==> src/rtl/wb_stage.sv <==
// Writeback stage: MEM/WB pipeline register, load extraction, writeback mux and
// architectural HI/LO. Define HILO_FWD_EN to bypass an in-flight HI/LO commit onto hi_out/lo_out.
module wb_stage #(
   parameter int DW = 32,
   parameter int RW = 5
) (
   input  logic          clk,
   input  logic          rst,
   input  logic          in_valid,
   output logic          in_ready,
   input  logic          stall,
   input  logic          flush,
   input  logic [1:0]    memToReg,
   input  logic          regwrite,
   input  logic          HI_read,
   input  logic          LO_read,
   input  logic          HI_write,
   input  logic          LO_write,
   input  logic [2:0]    ld_type,
   input  logic [1:0]    addr_lo,
   input  logic [DW-1:0] mem_data,
   input  logic [DW-1:0] pc,
   input  logic [DW-1:0] cp0_data,
   input  logic [DW-1:0] hi_in,
   input  logic [DW-1:0] lo_in,
   input  logic [RW-1:0] wdest,
   output logic          rf_we,
   output logic [RW-1:0] rf_waddr,
   output logic [DW-1:0] rf_wdata,
   output logic [DW-1:0] hi_out,
   output logic [DW-1:0] lo_out,
   output logic          wb_valid
);

   localparam logic [2:0] LD_LB  = 3'b001;
   localparam logic [2:0] LD_LBU = 3'b010;
   localparam logic [2:0] LD_LH  = 3'b011;
   localparam logic [2:0] LD_LHU = 3'b100;

   logic          valid_q, valid_d;
   logic [1:0]    mem_to_reg_q, mem_to_reg_d;
   logic          regwrite_q, regwrite_d;
   logic          hi_read_q, hi_read_d, lo_read_q, lo_read_d;
   logic          hi_write_q, hi_write_d, lo_write_q, lo_write_d;
   logic [2:0]    ld_type_q, ld_type_d;
   logic [1:0]    addr_lo_q, addr_lo_d;
   logic [DW-1:0] mem_data_q, mem_data_d;
   logic [DW-1:0] pc_q, pc_d;
   logic [DW-1:0] cp0_q, cp0_d;
   logic [DW-1:0] hi_q, hi_d, lo_q, lo_d;
   logic [RW-1:0] waddr_q, waddr_d;
   logic [DW-1:0] hi_reg_q, hi_reg_d, lo_reg_q, lo_reg_d;

   logic          commit;
   logic [7:0]    byte_sel;
   logic [15:0]   half_sel;
   logic [DW-1:0] ld_data;

   assign commit   = valid_q & ~stall;
   assign in_ready = ~stall;

   always_comb begin
      valid_d      = valid_q;
      mem_to_reg_d = mem_to_reg_q;
      regwrite_d   = regwrite_q;
      hi_read_d    = hi_read_q;
      lo_read_d    = lo_read_q;
      hi_write_d   = hi_write_q;
      lo_write_d   = lo_write_q;
      ld_type_d    = ld_type_q;
      addr_lo_d    = addr_lo_q;
      mem_data_d   = mem_data_q;
      pc_d         = pc_q;
      cp0_d        = cp0_q;
      hi_d         = hi_q;
      lo_d         = lo_q;
      waddr_d      = waddr_q;
      hi_reg_d     = hi_reg_q;
      lo_reg_d     = lo_reg_q;
      // Stall beats flush: a flush seen while stalled is dropped and reissued upstream.
      if (!stall) begin
         valid_d      = in_valid & ~flush;
         mem_to_reg_d = memToReg;
         regwrite_d   = regwrite;
         hi_read_d    = HI_read;
         lo_read_d    = LO_read;
         hi_write_d   = HI_write;
         lo_write_d   = LO_write;
         ld_type_d    = ld_type;
         addr_lo_d    = addr_lo;
         mem_data_d   = mem_data;
         pc_d         = pc;
         cp0_d        = cp0_data;
         hi_d         = hi_in;
         lo_d         = lo_in;
         waddr_d      = wdest;
      end
      if (commit && hi_write_q) hi_reg_d = hi_q;
      if (commit && lo_write_q) lo_reg_d = lo_q;
   end

   always_ff @(posedge clk) begin
      if (rst) begin
         valid_q      <= 1'b0;
         mem_to_reg_q <= '0;
         regwrite_q   <= 1'b0;
         hi_read_q    <= 1'b0;
         lo_read_q    <= 1'b0;
         hi_write_q   <= 1'b0;
         lo_write_q   <= 1'b0;
         ld_type_q    <= '0;
         addr_lo_q    <= '0;
         mem_data_q   <= '0;
         pc_q         <= '0;
         cp0_q        <= '0;
         hi_q         <= '0;
         lo_q         <= '0;
         waddr_q      <= '0;
         hi_reg_q     <= '0;
         lo_reg_q     <= '0;
      end else begin
         valid_q      <= valid_d;
         mem_to_reg_q <= mem_to_reg_d;
         regwrite_q   <= regwrite_d;
         hi_read_q    <= hi_read_d;
         lo_read_q    <= lo_read_d;
         hi_write_q   <= hi_write_d;
         lo_write_q   <= lo_write_d;
         ld_type_q    <= ld_type_d;
         addr_lo_q    <= addr_lo_d;
         mem_data_q   <= mem_data_d;
         pc_q         <= pc_d;
         cp0_q        <= cp0_d;
         hi_q         <= hi_d;
         lo_q         <= lo_d;
         waddr_q      <= waddr_d;
         hi_reg_q     <= hi_reg_d;
         lo_reg_q     <= lo_reg_d;
      end
   end

   // Misaligned halfwords still use addr_lo[1]; the address exception is raised upstream.
   always_comb begin
      case (addr_lo_q)
         2'd0:    byte_sel = mem_data_q[7:0];
         2'd1:    byte_sel = mem_data_q[15:8];
         2'd2:    byte_sel = mem_data_q[23:16];
         default: byte_sel = mem_data_q[31:24];
      endcase
      half_sel = addr_lo_q[1] ? mem_data_q[31:16] : mem_data_q[15:0];
      case (ld_type_q)
         LD_LB:   ld_data = {{(DW-8){byte_sel[7]}}, byte_sel};
         LD_LBU:  ld_data = {{(DW-8){1'b0}}, byte_sel};
         LD_LH:   ld_data = {{(DW-16){half_sel[15]}}, half_sel};
         LD_LHU:  ld_data = {{(DW-16){1'b0}}, half_sel};
         default: ld_data = mem_data_q;
      endcase
   end

   always_comb begin
      case (mem_to_reg_q)
         2'b00:   rf_wdata = ld_data;
         2'b01:   rf_wdata = hi_read_q ? hi_reg_q : (lo_read_q ? lo_reg_q : '0);
         2'b10:   rf_wdata = pc_q + DW'(8);
         default: rf_wdata = cp0_q;
      endcase
   end

   assign rf_we    = valid_q & regwrite_q & (waddr_q != '0) & ~stall;
   assign rf_waddr = waddr_q;
   assign wb_valid = valid_q;

`ifdef HILO_FWD_EN
   assign hi_out = (commit && hi_write_q) ? hi_q : hi_reg_q;
   assign lo_out = (commit && lo_write_q) ? lo_q : lo_reg_q;
`else
   assign hi_out = hi_reg_q;
   assign lo_out = lo_reg_q;
`endif

endmodule

==> config.mk <==
export PLATFORM = sky130hd
export DESIGN_NAME = wb_stage
export DESIGN_NICKNAME = d
export VERILOG_FILES = /design/src/rtl/wb_stage.sv
export SDC_FILE = /design/constraint.sdc
export NUM_CORES = 1
export LEC_CHECK = 0
export BUFFER_PORTS_ARGS = -buffer_cell sky130_fd_sc_hd__buf_2
export CAP_MARGIN = 20
export CORE_ASPECT_RATIO = 0.9
export CORE_MARGIN = 4
export CORE_UTILIZATION = 53
export DETAILED_ROUTE_END_ITERATION = 8
export PLACE_DENSITY = 0.81
export RECOVER_POWER = 50
export SYNTH_ARGS = -nofsm -noshare
export SYNTH_HDL_FRONTEND = slang
export SYNTH_SLANG_ARGS = --single-unit
==> constraint.sdc <==
create_clock -name clk -period 2.95 [get_ports clk]
set_clock_uncertainty 0.15 [all_clocks]
set_input_delay 0.59 -clock clk [delete_from_list [all_inputs] [get_ports clk]]
set_output_delay 0.59 -clock clk [all_outputs]
set_load 0.05 [all_outputs]
==> results of run 1 <==
[cells in the final DEF (no fill, tap or decap), types with 6 or more instances in the layout]
master	instances
buf_2	251
dfxtp_1	229
nor2_1	214
mux2i_1	192
nand2_1	159
a21oi_1	80
buf_4	53
buf_6	32
clkbuf_16	25
o21ai_0	15
a221oi_1	11
xnor2_1	11
a22oi_1	10
dfxtp_2	10
a221o_1	9
nand3_1	9
a21o_1	8
inv_1	7
o22a_1	7
nand2b_1	7
a31oi_1	7
a21oi_2	7
clkbuf_2	7
mux4_2	6
nand4_1	6
clkinv_2	6
[state kept, by name, summed over array words and instances, names as in the netlist, 3 cells and up]
register,flops
rf_waddr,5
hi_q,32
lo_out,32
cp0_q,32
pc_q,32
ld_type_q,3
mem_data_q,32
hi_out,32
lo_q,32
[per-layer routing]
metal,part of all wire,track usage,vias to the layer above
li1,-,-,4808
met1,0.40,0.4085,4940
met2,0.48,0.5086,431
met3,0.093,0.07287,73
met4,0.027,0.07496,2
met5,0.00033,0,-
[logic make-up (layout without fill, tap and decap cells)]
| logic type | after synthesis | count (layout) | share of synthesized area |
|---|---|---|---|
| and+or+nand+nor | 447 | 447 | 0.1758 |
| DFF | 242 | 242 | 0.4483 |
| AOI/OAI and AO/OA | 208 | 208 | 0.1286 |
| muxes | 201 | 201 | 0.1935 |
| buffers and inverters | 101 | 402 | 0.03902 |
| xor gates and xnor gates | 16 | 16 | 0.01366 |
| adders and majority gates | 1 | 1 | 0.001158 |
| other | 0 | 2 | 0 |
[power breakdown]
part           internal [mW]  switching (mW)
clock network           1.74            1.30
logic                  0.657           0.899
registers               3.42           0.122
[worst paths after layout]
| kind | endpoint | cells after the start |
|---|---|---|
| setup / recovery | rf_wdata[28] | 7 |
| hold / removal | hi_q[8]$_SDFFE_PP0N_ | 3 |
| setup reg to reg | lo_out[13]$_SDFFE_PP0P_ | 5 |
| hold reg to reg | lo_out[0]$_SDFFE_PP0P_ | 2 |
[final cells by class]
type | count | area, um^2 | area share
sequential | 242 | 4868 | 0.3456
tap | 255 | 319.1 | 0.02265
antenna | 2 | 5.005 | 0.0003553
clock inverter | 9 | 87.58 | 0.006217
timing repair buffer | 353 | 2242 | 0.1592
inverter | 7 | 26.28 | 0.001865
clock buffer | 33 | 695.7 | 0.04938
multi-input combinational | 873 | 5843 | 0.4148
[repair_timing]
| item | CTS | global route |
|---|---|---|
| resized for setup | 111 | 32 |
| pin swaps | 13 | 16 |
| gates cloned | 2 | 0 |
| hold endpoints to repair | 0 | 0 |
| buffers inserted | 10 | 4 |
| endpoints found under the setup margin | 32 | 32 |
[worst max-delay path, stage by stage, from the launching register on]
cell	delay (ns)
dfxtp_2	0.34
mux4_2	0.56
a2bb2oi_4	0.17
o221ai_4	0.26
buf_12	0.17
o22ai_2	0.06
o32a_1	0.32
buf_6	0.16
[cell usage after synthesis (all sizes together) (8+ instances only)]
master / n / share of area
nand3: 10 / 0.0051
mux2i: 192 / 0.18
o21ai: 17 / 0.0082
xnor2: 12 / 0.010
nand4: 8 / 0.0066
nand2b: 9 / 0.0052
clkbuf: 68 / 0.024
nor4: 8 / 0.0052
nand2: 160 / 0.056
nor2: 216 / 0.075
a22oi: 12 / 0.0083
a21o: 8 / 0.0056
a221o: 9 / 0.0083
a31oi: 11 / 0.0064
dfxtp: 242 / 0.45
a221oi: 14 / 0.011
buf: 26 / 0.013
nor3: 9 / 0.0046
a21oi: 88 / 0.041
[stage by stage]
step / utilization / cell area, um^2
2_1_floorplan: - / 10830
3_3_place_gp: 0.6353 / 12700
3_5_place_dp: 0.6353 / 12700
4_1_cts: 0.7008 / 14010
5_1_grt: 0.7048 / 14090
6_report: 0.7048 / 14090
==> results.py, run 1 <==
metrics = {
    "outcome": {
        "status": "complete, but fails checks",
        "failed_checks": "capacitance limit, slew limit, setup timing",
    },
    "synth": {
        "yosysSeqAreaShare": 0.4483,
        "synth_cell_types": 67,
        "synth-edff-count": 0,
        "synth_area_um2": 10810,
        "synth_warnings": 0,
        "syn_inst": 1216,
        "syn-num-nets": 1399,
        "syn_area_per_cell_um2": 8.887,
        "async_reset_ff_frac": 0,
        "synth_ff_type": "dfxtp_1",
        "ys_ff_latch": 242,
    },
    "drt": {
        "wirelength_um": 36680,
        "drt_iter0_drc": 841,
        "vias": 10250,
        "drc": 0,
        "viasPerCell": 5.780,
        "wl_per_cell_um": 20.68,
        "drt_pre_antenna_iters": 5,
        "ant_nets": 0,
    },
    "setup_path": {
        "cp.required_ns": 2.21,
        "cp-end-kind": "output pin",
        "crit_type": "reg -> out",
        "rrSetupSlack_ns": 0.93,
        "worstPathArrival_ns": 2.58,
        "r2r-start": "wb_valid$_SDFFE_PP0N_",
        "critPathMaxFanout": 6,
        "worstSetupStartpointType": "register",
        "startpoint": "addr_lo_q[0]$_SDFFE_PP0N_",
    },
    "clocking": {
        "htreeDepth": 1,
        "cts_buffers": 25,
        "cts_hold_buf": 0,
        "cts_sinks": 242,
        "cts_tree": "done",
        "path_clk_slew_ns": 0.06,
        "root_buffer": "clkbuf_16",
        "clk_latency_ns": 0.54,
        "cts_max_path_buffers": 3,
    },
    "grt": {
        "grt_pass1_wl_um": 54380,
        "antenna_found_initial": 3,
        "grt-ovfl-total": 0,
        "grt_pass1_vias": 9759,
        "grt_usage": 0.3073,
        "grt_max_degree": 84,
    },
    "power": {
        "power.density_nw_per_um2": 578.0,
        "p_leak_nw": 6.331,
        "p_total_mw": 8.143,
        "peakVddDrop_uv": 500.4,
    },
    "floorplan": {
        "coreArea_um2": 19990,
        "die_height_um": 143.5,
        "pin_count": 286,
        "rows": 49,
        "dieArea_um2": 22740,
        "start_util": 0.5407,
        "chipWidth_um": 158.5,
    },
    "sta": {
        "fmax_mhz": 301.5,
        "rsz0062_at_grt": "yes",
        "maxSlewViolCount": 146,
        "fin_ws_ns": -0.3671,
        "relSlewSlack": -0.3644,
        "worst_hold_slack_ns": 0.1269,
        "worstMarginPinSlew_ns": 2.047,
        "finalSetupTns_ns": -6.073,
        "min_period_ns": 3.317,
        "fin_crit_sh": 1.124,
        "setup_violations": 28,
        "hold_viol": 0,
    },
    "cells_and_area": {
        "layout-drive-gt1-share": 0.3098,
        "num-fill-cells": 1533,
        "syn2layout_area_growth_pct": 30.36,
        "instances_no_fill": 1774,
        "final_nets": 1685,
    },
    "placed_design": {
        "place_ws_ns": 0.1062,
        "dp_hpwl_um": 26390,
        "port_buffers": 285,
        "placed_cells": 1716,
        "gp_congestion": 0.9730,
    },
    "flow_run": {
        "drv_cap": 2,
    },
    "min_path": {
        "hp-start": "hi_in[8]",
        "hp-class": "in -> reg",
    },
}
Power figures use the tool's default switching activity.
==> run 2, diff against run 1 <==
--- a/config.mk
+++ b/config.mk
@@ -8,10 +8,10 @@
 export BUFFER_PORTS_ARGS = -buffer_cell sky130_fd_sc_hd__buf_2
 export CAP_MARGIN = 20
 export CORE_ASPECT_RATIO = 0.9
-export CORE_MARGIN = 4
+export CORE_MARGIN = 8
 export CORE_UTILIZATION = 53
 export DETAILED_ROUTE_END_ITERATION = 8
-export PLACE_DENSITY = 0.81
+export PLACE_DENSITY = 0.8
 export RECOVER_POWER = 50
 export SYNTH_ARGS = -nofsm -noshare
 export SYNTH_HDL_FRONTEND = slang
==> results.py, run 2 (synthesis results as in run 1) <==
metrics = {
    "power": {
        "p_leak_nw": 6.362,
        "power.density_nw_per_um2": 580.0,
        "p_total_mw": 8.238,
        "peakVddDrop_uv": 501.8,
    },
    "drt": {
        "viasPerCell": 5.830,
        "drt_iter0_drc": 1102,
        "drt_pre_antenna_iters": 6,
        "drc": 0,
        "ant_nets": 0,
        "wl_per_cell_um": 21.91,
        "wirelength_um": 38960,
        "vias": 10370,
    },
    "setup_path": {
        "slowest_stage": "mux4_2",
        "critical_path_buf_inv_count": 3,
        "critPathMaxFanout": 8,
        "cp.required_ns": 2.21,
        "worstSetupStartpointType": "register",
        "cpMostUsedCell": "buf_6",
        "critPathTopFamily": "compound AO/OA/AOI/OAI gates",
        "cp-end-kind": "output pin",
        "worstPathArrival_ns": 2.61,
        "crit_type": "reg -> out",
        "slowest_delay_ns": 0.55,
        "crit_chain": "mux4_2 > a2bb2oi_2 > o221ai_4 > buf_6 > buf_6 > o21bai_1 > a31oi_1 > buf_4",
    },
    "cells_and_area": {
        "layout-drive-gt1-share": 0.3171,
        "final_common_cell": "buf_2",
        "syn2layout_area_growth_pct": 31.45,
        "layout_common_cells": "buf_2, dfxtp_1, nor2_1",
        "final_nets": 1686,
        "instances_no_fill": 1778,
    },
    "grt": {
        "antenna_found_initial": 4,
        "grt_usage": 0.2829,
        "grt_pass1_vias": 10060,
        "grt_pass1_wl_um": 56630,
        "grt-ovfl-total": 0,
        "grt_max_degree": 78,
    },
    "clocking": {
        "htreeDepth": 1,
        "clk_latency_ns": 0.54,
        "cts_max_path_buffers": 3,
        "cts_buffers": 25,
        "root_buffer": "clkbuf_16",
        "cts_tree": "done",
        "cts_sinks": 242,
        "path_clk_slew_ns": 0.06,
        "cts_hold_buf": 0,
    },
    "sta": {
        "worstMarginPinSlew_ns": 1.386,
        "maxSlewViolCount": 0,
        "fin_crit_sh": 1.136,
        "setup_violations": 31,
        "hold_viol": 0,
        "min_period_ns": 3.352,
        "fin_ws_ns": -0.4025,
        "fmax_mhz": 298.3,
        "relSlewSlack": 0.07582,
        "rsz0062_at_grt": "yes",
    },
    "floorplan": {
        "die_height_um": 151.5,
        "rows": 49,
        "pin_count": 286,
        "start_util": 0.5407,
        "dieArea_um2": 25220,
        "coreArea_um2": 19990,
        "chipWidth_um": 166.5,
    },
    "min_path": {
        "hp-class": "in -> reg",
    },
    "outcome": {
        "failed_checks": "setup timing",
        "status": "complete, but fails checks",
    },
    "placed_design": {
        "placed_cells": 1703,
        "port_buffers": 285,
        "place_ws_ns": 0.03993,
        "gp_congestion": 1.022,
        "dp_hpwl_um": 27090,
    },
    "flow_run": {
        "drv_cap": 0,
    },
}
[run 2: cell count changes in the layout (fill, tap and decap cells not counted), sizes merged]
cell,delta
clkinv,-3
clkbuf,+2
bufbuf,-1
inv,-1
buf,+5
diode,+1
clkinvlp,+1
[run 2: power breakdown]
group          switching (mW)  total, mW  internal (mW)  leakage (nW)
logic                   0.910       1.55          0.644          3.98
clock network            1.34       3.14           1.79         0.392
registers               0.132       3.55           3.42          1.99
total                    2.39       8.24           5.85          6.36
[run 2: cell type report]
type	instances	area, um^2
clock inverters	6	83.83
diodes	3	7.507
flip-flops and latches	242	4870
multi-input cells	873	5926
fillers	1537	5782
clock buffers	38	724.4
repair buffers	354	2245
well taps	255	319.1
inverters	7	30.03
[run 2: path summary, 6_finish.rpt]
kind | from | to | slack [ns] | cells after the start
max reg2reg | wb_valid$_SDFFE_PP0N_ | lo_out[14]$_SDFFE_PP0P_ | 1.20 | 5
min | pc[5] | pc_q[5]$_SDFFE_PP0N_ | 0.13 | 3
min reg2reg | hi_q[6]$_SDFFE_PP0N_ | hi_out[6]$_SDFFE_PP0P_ | 0.30 | 2
max | addr_lo_q[0]$_SDFFE_PP0N_ | rf_wdata[20] | -0.40 | 8
[run 2: worst register-to-register path, stage by stage, from the launching register on]
cell     delay (ns)
dfxtp_1        0.37
nor2b_1        0.31
and2_1         0.18
buf_4          0.35
nand2_1        0.15
a21oi_1        0.15
[run 2: metal layers]
layer,track usage,vias up,share of wire
li1,-,4804,-
met1,0.3463,4876,0.40
met2,0.4749,566,0.46
met3,0.08262,118,0.10
met4,0.09582,2,0.039
met5,0,-,0.00033
[run 2: stage by stage]
step                      setup TNS, ns  hold WS [ns]  utilization  area, um^2
after floorplan                       0        0.2816            -       10830
after global placement                0        0.2850       0.6298       12590
after detailed placement              0        0.2946       0.6298       12590
after CTS                        -6.289        0.1182       0.6944       13880
after global routing             -9.024        0.1234       0.7107       14200
final                            -7.796        0.1295       0.7107       14200
[run 2: timing repair]
action	in CTS	in global routing
setup buffers	16	12
pin swaps	19	16
setup endpoints to repair	32	32
gates resized for setup	109	57
==> run 3, diff against run 2 <==
--- a/config.mk
+++ b/config.mk
@@ -13,6 +13,7 @@
 export DETAILED_ROUTE_END_ITERATION = 8
 export PLACE_DENSITY = 0.8
 export RECOVER_POWER = 50
+export SKIP_LAST_GASP = 1
 export SYNTH_ARGS = -nofsm -noshare
 export SYNTH_HDL_FRONTEND = slang
 export SYNTH_SLANG_ARGS = --single-unit
==> results.py, run 3 (synthesis results as in run 1) <==
metrics = {
    "floorplan": {
        "die_height_um": 151.5,
        "rows": 49,
        "chipWidth_um": 166.5,
        "pin_count": 286,
        "start_util": 0.5407,
        "coreArea_um2": 19990,
        "dieArea_um2": 25220,
    },
    "placed_design": {
        "placed_cells": 1703,
        "place_ws_ns": 0.03993,
        "placed_cell_area_um2": 12590,
        "gp_congestion": 1.022,
        "dp_hpwl_um": 27090,
        "port_buffers": 285,
    },
    "drt": {
        "ant_nets": 0,
        "vias": 10380,
        "drt_iter0_drc": 1014,
        "drt_pre_antenna_iters": 7,
        "drc": 0,
        "wirelength_um": 38790,
        "wl_per_cell_um": 21.88,
        "viasPerCell": 5.852,
    },
    "cells_and_area": {
        "syn2layout_area_growth_pct": 31.25,
        "layout-drive-gt1-share": 0.3140,
        "final_util": 0.7097,
        "layout_common_cells": "buf_2, dfxtp_1, nor2_1",
        "instances_no_fill": 1773,
        "fin_area_um2": 14180,
        "final_nets": 1682,
        "final_common_cell": "buf_2",
    },
    "setup_path": {
        "critPathTopFamily": "compound AO/OA/AOI/OAI gates",
        "cpMostUsedCell": "buf_6",
        "crit_chain": "mux4_2 > buf_4 > o21ai_2 > a21o_1 > buf_6 > a21oi_2 > o221a_2 > buf_6",
        "critPathMaxFanout": 4,
        "slowest_stage": "mux4_2",
        "crit_type": "reg -> out",
        "cp-end-kind": "output pin",
        "cp.required_ns": 2.21,
        "slowest_delay_ns": 0.56,
        "critical_path_buf_inv_count": 3,
        "worstSetupStartpointType": "register",
        "worstPathArrival_ns": 2.67,
    },
    "grt": {
        "grt_usage": 0.2830,
        "grt_max_degree": 78,
        "antenna_found_initial": 3,
        "grt-ovfl-total": 0,
        "grt_pass1_wl_um": 56650,
        "grt_pass1_vias": 10040,
    },
    "clocking": {
        "cts_hold_buf": 0,
        "cts_tree": "done",
        "cts_max_path_buffers": 3,
        "root_buffer": "clkbuf_16",
        "htreeDepth": 1,
        "cts_sinks": 242,
        "clk_latency_ns": 0.53,
        "path_clk_slew_ns": 0.06,
        "cts_buffers": 25,
    },
    "sta": {
        "setup_violations": 31,
        "fin_ws_ns": -0.4601,
        "rsz0062_at_grt": "yes",
        "worstMarginPinSlew_ns": 1.381,
        "fin_crit_sh": 1.156,
        "min_period_ns": 3.410,
        "maxSlewViolCount": 0,
        "fmax_mhz": 293.2,
        "hold_viol": 0,
        "relSlewSlack": 0.07902,
        "finalSetupTns_ns": -9.177,
    },
    "power": {
        "power.density_nw_per_um2": 581.8,
        "p_leak_nw": 6.342,
        "peakVddDrop_uv": 501.8,
    },
    "outcome": {
        "failed_checks": "setup timing",
        "status": "complete, but fails checks",
    },
    "flow_run": {
        "drv_cap": 0,
    },
    "min_path": {
        "hp-class": "in -> reg",
    },
}
## run 3: tightest hold or removal path, cell delays in order
cell and delay, ns:
buf_2 0.08, mux2i_1 0.05, nor2_1 0.07
## run 3: timing repair
action / CTS / global route
gates resized for setup: 106 / 59
endpoints found under the setup margin: 32 / 32
setup buffers: 16 / 8
pin swaps: 19 / 26
## run 3: area by class of cell
| class | instances | area [um^2] |
|---|---|---|
| antenna | 2 | 5.005 |
| sequential | 242 | 4871 |
| clock inverter | 6 | 83.83 |
| fill | 1532 | 5803 |
| inverter | 7 | 30.03 |
| timing repair buffer | 350 | 2220 |
| clock buffer | 38 | 724.4 |
| multi-input combinational | 873 | 5931 |
| tap | 255 | 319.1 |
## run 3: layer usage
metal / GRT usage / routed length (um) / up-vias
li1: - / - / 4793
met1: 0.3474 / 15370 / 4896
met2: 0.4725 / 18090 / 598
met3: 0.08159 / 4005 / 86
met4: 0.1003 / 1309 / 2
met5: 0 / 13 / -
## run 3: report_power, final
| part | switching, mW | leakage, nW | internal, mW |
|---|---|---|---|
| Combinational | 0.917 | 3.96 | 0.653 |
| Clock | 1.34 | 0.392 | 1.79 |
| Sequential | 0.132 | 1.99 | 3.42 |
## run 3: worst paths after layout
path / start / endpoint / slack, ns / depth (start not counted)
worst max-delay path: addr_lo_q[0]$_SDFFE_PP0N_ / rf_wdata[15] / -0.46 / 8
worst min-delay path: mem_data[21] / mem_data_q[21]$_SDFFE_PP0N_ / 0.13 / 3
worst max register to register: wb_valid$_SDFFE_PP0N_ / hi_out[9]$_SDFFE_PP0P_ / 1.22 / 5
worst min register to register: hi_q[6]$_SDFFE_PP0N_ / hi_out[6]$_SDFFE_PP0P_ / 0.30 / 2
## run 3: through the flow
step	power [mW]	hold slack [ns]
after floorplan	4.443	0.2816
after global placement	4.868	0.2850
after detailed placement	4.890	0.2946
after CTS	8.148	0.1182
after global routing	8.492	0.1233
final	8.252	0.1322
